--- src/rtl/instr_sequencer.sv ---
`default_nettype none
// ============================================================================
// Module      : instr_sequencer
// Description : Accepts one 23-bit instruction word per valid/ready handshake,
//               latches it, and walks the execution states for its class.
//               Presents the state code and latched word to the output
//               decoder, and drives PC step, completion, illegal-class and
//               retired-instruction status.
// Revision    : 1.0  initial release
// ============================================================================
module instr_sequencer #(
    parameter int CNT_W = 16
) (
    input  logic             clk,
    input  logic             rst,
    input  logic             instr_valid,
    input  logic [22:0]      instr,
    output logic             instr_ready,
    output logic [4:0]       state,
    output logic [22:0]      opcode,
    output logic             alu_sub,
    output logic             PC_step,
    output logic             done,
    output logic             illegal,
    output logic [CNT_W-1:0] retired
);

    // State codes seen by the output decoder
    localparam logic [4:0] c_idle    = 5'b00000;
    localparam logic [4:0] c_load    = 5'b00001;
    localparam logic [4:0] c_mov     = 5'b00010;
    localparam logic [4:0] c_arith_a = 5'b00011;
    localparam logic [4:0] c_arith_g = 5'b00100;
    localparam logic [4:0] c_arith_w = 5'b00101;
    localparam logic [4:0] c_illegal = 5'b11111;

    // Instruction classes in instr[22:20]
    localparam logic [2:0] c_cls_load = 3'b000;
    localparam logic [2:0] c_cls_mov  = 3'b001;
    localparam logic [2:0] c_cls_add  = 3'b010;
    localparam logic [2:0] c_cls_sub  = 3'b011;

    logic [4:0]       r_state;
    logic [22:0]      r_opcode;
    logic             r_alu_sub;
    logic             r_pc_step;
    logic             r_done;
    logic             r_illegal;
    logic [CNT_W-1:0] r_retired;

    // Sequencer: the status pulses are computed alongside the next state so
    // each one is a flop output that is high only in its owning state.
    always_ff @(posedge clk or posedge rst) begin
        if (rst) begin
            r_state   <= c_idle;
            r_opcode  <= 23'd0;
            r_alu_sub <= 1'b0;
            r_pc_step <= 1'b0;
            r_done    <= 1'b0;
            r_illegal <= 1'b0;
            r_retired <= '0;
        end else begin
            r_alu_sub <= 1'b0;
            r_pc_step <= 1'b0;
            r_done    <= 1'b0;
            r_illegal <= 1'b0;
            // done is a single-cycle pulse, so adding it counts each retirement once
            r_retired <= r_retired + {{(CNT_W-1){1'b0}}, r_done};

            case (r_state)
                c_idle: begin
                    if (instr_valid) begin
                        r_opcode <= instr;
                        case (instr[22:20])
                            c_cls_load: begin
                                r_state   <= c_load;
                                r_done    <= 1'b1;
                                r_pc_step <= 1'b1;
                            end
                            c_cls_mov: begin
                                r_state   <= c_mov;
                                r_done    <= 1'b1;
                                r_pc_step <= 1'b1;
                            end
                            c_cls_add, c_cls_sub: begin
                                r_state <= c_arith_a;
                            end
                            default: begin
                                r_state   <= c_illegal;
                                r_illegal <= 1'b1;
                                r_pc_step <= 1'b1;
                            end
                        endcase
                    end
                end
                c_arith_a: begin
                    r_state   <= c_arith_g;
                    // class bit 0 distinguishes sub from add
                    r_alu_sub <= r_opcode[20];
                end
                c_arith_g: begin
                    r_state   <= c_arith_w;
                    r_done    <= 1'b1;
                    r_pc_step <= 1'b1;
                end
                default: begin
                    // load, mov, arith_w and illegal all return to idle
                    r_state <= c_idle;
                end
            endcase
        end
    end

    // Ready depends only on the registered state, never on instr_valid
    assign instr_ready = (r_state == c_idle);

    assign state   = r_state;
    assign opcode  = r_opcode;
    assign alu_sub = r_alu_sub;
    assign PC_step = r_pc_step;
    assign done    = r_done;
    assign illegal = r_illegal;
    assign retired = r_retired;

endmodule
`default_nettype wire

--- config.mk ---
export PLATFORM = sky130hd
export DESIGN_NAME = instr_sequencer
export DESIGN_NICKNAME = d
export VERILOG_FILES = /design/src/rtl/instr_sequencer.sv
export SDC_FILE = /design/constraint.sdc
export NUM_CORES = 1
export LEC_CHECK = 0
export CORE_UTILIZATION = 41
export CTS_BUF_LIST = sky130_fd_sc_hd__clkbuf_2
export DETAILED_ROUTE_END_ITERATION = 6
export PLACE_DENSITY = 0.83
export SYNTH_ARGS = -nofsm -noshare
export SYNTH_HDL_FRONTEND = slang
export SYNTH_SLANG_ARGS = --single-unit
--- constraint.sdc ---
create_clock -name clk -period 1.6 [get_ports clk]
set_clock_uncertainty 0.2 [all_clocks]
set_input_delay 0.24 -clock clk [delete_from_list [all_inputs] [get_ports clk]]
set_output_delay 0.24 -clock clk [all_outputs]
set_load 0.02 [all_outputs]
* Word level (Yosys, flattened, before mapping)
Index checks and enable logic that the tools add are counted.
Word-level totals: register bits 48, bits of input ports 26, output and inout port bits 49
Cells by class: reductions and logical operators 6, add/sub/neg operators 1, mux-type cells 13, eq/ne operators 6
Operators with widths (number):
- one-hot mux 5 bit (3 select lines) | 2
- adder 16 x 1 -> 16 bit | 1
- 2-to-1 mux 1 bit | 8
- equality test 3 x 2 -> 1 bit (second input constant) | 2
- equality test 5 x 2 -> 1 bit (second input constant) | 1
- equality test 5 x 3 -> 1 bit (second input constant) | 1
- logical NOT 5 bit | 1
- 2-to-1 mux 5 bit | 1
- one-hot mux 1 bit (2 select lines) | 2
- OR reduction 2 bit | 2
- OR reduction 4 bit | 1
- equality test 3 x 1 -> 1 bit (second input constant) | 1
- logical NOT 3 bit | 1
- inequality test 2 bit (second input constant) | 1
- AND reduction 2 bit | 1

* Logic depth before layout (Yosys ltp)
depth in word-level cells 5, gate-level depth with buffers 5

* Worst setup path after synthesis
No wires, ideal clock.
kind register to register, start point reg r_state[1] (netlist: state[1]), end point reg r_opcode[10] (netlist: opcode[10]), cell stages (with the launch flop) 5, arrival time 1.650 ns, path slack -0.375 ns, period minus slack after synthesis 1.975 ns, setup time 0.125 ns, path through dfrtp_1 nor4_4 nand2_4 buf_6 mux2_4
On the way: word-level cells in the longest chain between the ends 2
RTL lines:
- from (decl) | RTL line 43 | logic [4:0] r_state;
- from (signal assigned) | RTL line 55 | r_state <= c_idle;
- from (signal assigned) | RTL line 76 | r_state <= c_load;
- from (signal assigned) | RTL line 81 | r_state <= c_mov;
- logical NOT 5 bit
- via instr_ready | RTL line 18 | output logic instr_ready,
- AND reduction 2 bit (no line)
- to (signal assigned) | RTL line 73 | r_opcode <= instr;
- to (decl) | RTL line 44 | logic [22:0] r_opcode;
The timed path passes the listed nets, and every way through them passes these cells. A chain may end at the register's enable or synchronous reset.

* Worst setup path in the final report
start point reg r_state[2] (netlist: state[2]), end point reg r_opcode[14] (netlist: opcode[14])
On the way: word-level cells in the longest chain between the ends 2
RTL lines:
- logical NOT 5 bit | RTL line 70 | case (r_state)
- AND reduction 2 bit (no line)
Every way passes these cells.

==> impl_metrics.py <==
metrics = {
    "global_route": {
        "grt_overflow": 0,
        "grt_pass1_wl_um": 7507,
        "grt_start_max_net_pins": 48,
        "antenna_found_initial": 0,
        "grt_pass1_vias": 1588,
        "globalRouteTotalUtil": 0.1966,
    },
    "pwr": {
        "p_per_area_mw_per_mm2": 1748,
        "power.leakage_nw": 1.626,
        "irDropWorstVdd_v": 0.001206,
    },
    "floorplan": {
        "io_pins": 75,
        "die_area_mm2": 0.005018,
        "rows": 24,
        "chipWidth_um": 70.84,
        "coreArea_mm2": 0.004444,
        "start_util": 0.4372,
        "dieHeight_um": 70.84,
    },
    "place": {
        "dp_cells": 274,
        "dp_hpwl_um": 3011,
        "gp_congestion": 0.8313,
        "portBuffers": 74,
    },
    "synth": {
        "yosys.area_share.xor_xnor": 0.06310,
        "syn_area_per_cell_um2": 14.29,
        "syn_area_mm2": 0.001943,
        "synth_fa_ha_area_frac": 0.01288,
        "muxShareOfSynthArea": 0.1603,
        "synth_seq_cells": 47,
        "syn_nets": 164,
        "synth_top_family_by_area": "multiplexers",
        "ys_seq_area_frac": 0.6053,
        "synthCells": 136,
        "synth-warning-count": 0,
        "synth_compound_area_frac": 0.02189,
        "synth_cell_types": 27,
        "synth-simple-area-share": 0.1153,
    },
    "critical_path": {
        "regToRegSetupSlack_ps": -240,
        "r2r-start": "state[2]$_DFFE_PP0P_",
        "crit_arrival_ps": 1960,
        "cpMaxStageDelayCell": "dfrtp_2",
        "worst_setup_path_end_kind": "flip-flop",
        "worst_setup_path_start_kind": "flip-flop",
        "crit_type": "reg2reg",
        "worstPathRequired_ps": 1720,
        "reg2reg_depth": 5,
        "reg2reg_to": "opcode[14]$_DFFE_PP0P_",
        "max_stage_delay_ps": 470,
        "crit_fanout": 12,
        "path_cells": "nor4_4, buf_4, nand2_8, buf_12, mux2_4",
    },
    "sta": {
        "timing_hold_violations_final": 0,
        "setup_viol": 27,
        "fmax_ghz": 0.5441,
        "timing.setup.tns_ps": -5111,
        "rsz0062_at_grt": "yes",
        "slew_viol_final": 0,
        "post-route-min-period_ps": 1838,
        "tightestPinTransition_ps": 376.0,
        "setup_slack_ps": -237.7,
        "fin_crit_sh": 1.149,
        "hold-worst-slack_ps": 210.5,
        "relSlewSlack": 0.7474,
    },
    "detailed_routing": {
        "ant_nets": 0,
        "drc": 8,
        "wire_per_inst_um": 14.86,
        "drtIter0Drc": 61,
        "vias_per_cell": 4.914,
        "num_vias": 1538,
        "first_pass_iters": 6,
        "drt-total-wl_um": 4652,
    },
    "min_path": {
        "worstHoldPathCells": 2,
        "hp-class": "in2reg",
        "worstHoldStart": "instr[9]",
        "holdPathEnd": "opcode[9]$_DFFE_PP0P_",
    },
    "final_layout": {
        "num_antenna_cells": 0,
        "fin_cells": 313,
        "layout_commonest_cell": "dfrtp_1",
        "area_growth_pct": 61.30,
        "num-nets-final": 288,
        "final_cell_mix": "dfrtp_1, buf_4, clkdlybuf4s50_1",
        "drive_gt1_frac": 0.5479,
    },
    "run": {
        "max_cap_violations": 0,
    },
    "clock_network": {
        "root_buffer": "clkbuf_2",
        "cts_tree": "done",
        "clkSinkCount": 47,
        "clkLatencyLatePin_ps": 410,
        "cts_buffer_depth": 2,
        "cts_made_buffers": 5,
        "cts.clk_slew.worst_paths_ps": 230,
        "cts_max_level": 2,
    },
    "outcome": {
        "violations": "design-rule violations, negative setup slack",
        "status": "finished, violations left",
    },
}
cells by family (layout without fill, tap and decap cells):
logic type      count (synthesis)  after routing
xor+xnor                       14             14
fa+ha+maj                       2              2
compound gates                  7              7
buf+inv                         6            131
flops                          47             47
simple gates                   38             38
mux                            22             22
registers in the layout, indices dropped and copies added, names as in the netlist:
name and count:
done 1, opcode 23, state 4, retired 16, PC_step 1, alu_sub 1, illegal 1
what timing repair did:
item                       4_1_cts  5_1_grt
buffers inserted                22        8
hold buffers                     1        0
pin swaps                        2        5
cloned                           1        0
gates resized for setup        160       55
hold endpoints to repair        47        0
setup endpoints to repair       76       77
layout make-up:
class	count	area, um^2
multi-input combinational	83	847.1
inverter	3	11.26
clock buffer	5	25.02
sequential	47	1180
clock inverter	3	38.79
tap	52	65.06
fill	320	1310
timing repair buffer	120	967.2
per-layer routing:
layer,global-route usage,part of all wire,vias to the layer above
met5,0,0,-
met4,0.08222,0.018,0
met3,0.04558,0.052,9
met2,0.3558,0.53,56
met1,0.2227,0.40,755
li1,-,-,718
power breakdown:
part / switching, mW / internal, mW
Combinational: 1.39 / 1.56
Sequential: 0.272 / 1.62
Clock: 0.373 / 0.257
stage by stage:
step / instance area, um^2 / utilization / setup WS [ps] / power (mW)
after CTS: 3229 / 0.7266 / -271.7 / 5.565
after detailed placement: 2889 / 0.6501 / -221.5 / 4.708
after global routing: 3134 / 0.7052 / -321.3 / 5.794
final: 3134 / 0.7052 / -237.7 / 5.477
after floorplan: 1963 / - / -345.2 / 3.372
after global placement: 2889 / 0.6501 / -175.6 / 4.628
cells in the mapped netlist, drive strengths merged:
cell type / instances / area, um^2
buf: 3 / 30.03
xor2: 10 / 87.58
ha: 2 / 25.02
o21a: 1 / 7.510
nor4: 5 / 46.29
inv: 3 / 11.26
nor3: 7 / 35.03
a21oi: 3 / 15.01
or3: 1 / 6.260
xnor2: 4 / 35.03
o21ai: 1 / 5.000
a21o: 1 / 7.510
nand4: 3 / 25.02
mux2: 22 / 311.5
a21boi: 1 / 7.510
nand2: 6 / 30.03
dfrtp: 47 / 1176
nand3: 6 / 30.03
and3: 2 / 12.51
nor2b: 2 / 12.51
nand3b: 1 / 7.510
nor2: 5 / 18.77
worst max-delay path: cells and delay by family, from the launching register on:
| kind | cells | cell delay, ps |
|---|---|---|
| buffers and inverters | 2 | 380 |
| DFF | 1 | 470 |
| muxes | 1 | 300 |
| and+or+nand+nor | 2 | 400 |
how the worst max path moves through the flow:
stage	startpoint	endpoint	cells after the start
floorplan	state[2]$_DFFE_PP0P_	opcode[10]$_DFFE_PP0P_	4
global placement	state[2]$_DFFE_PP0P_	instr_ready	2
detailed placement	state[2]$_DFFE_PP0P_	instr_ready	2
CTS	state[2]$_DFFE_PP0P_	instr_ready	2
global route	state[2]$_DFFE_PP0P_	instr_ready	2
finish	state[2]$_DFFE_PP0P_	opcode[14]$_DFFE_PP0P_	5
Note: power is estimated with default switching activity, not from simulation.
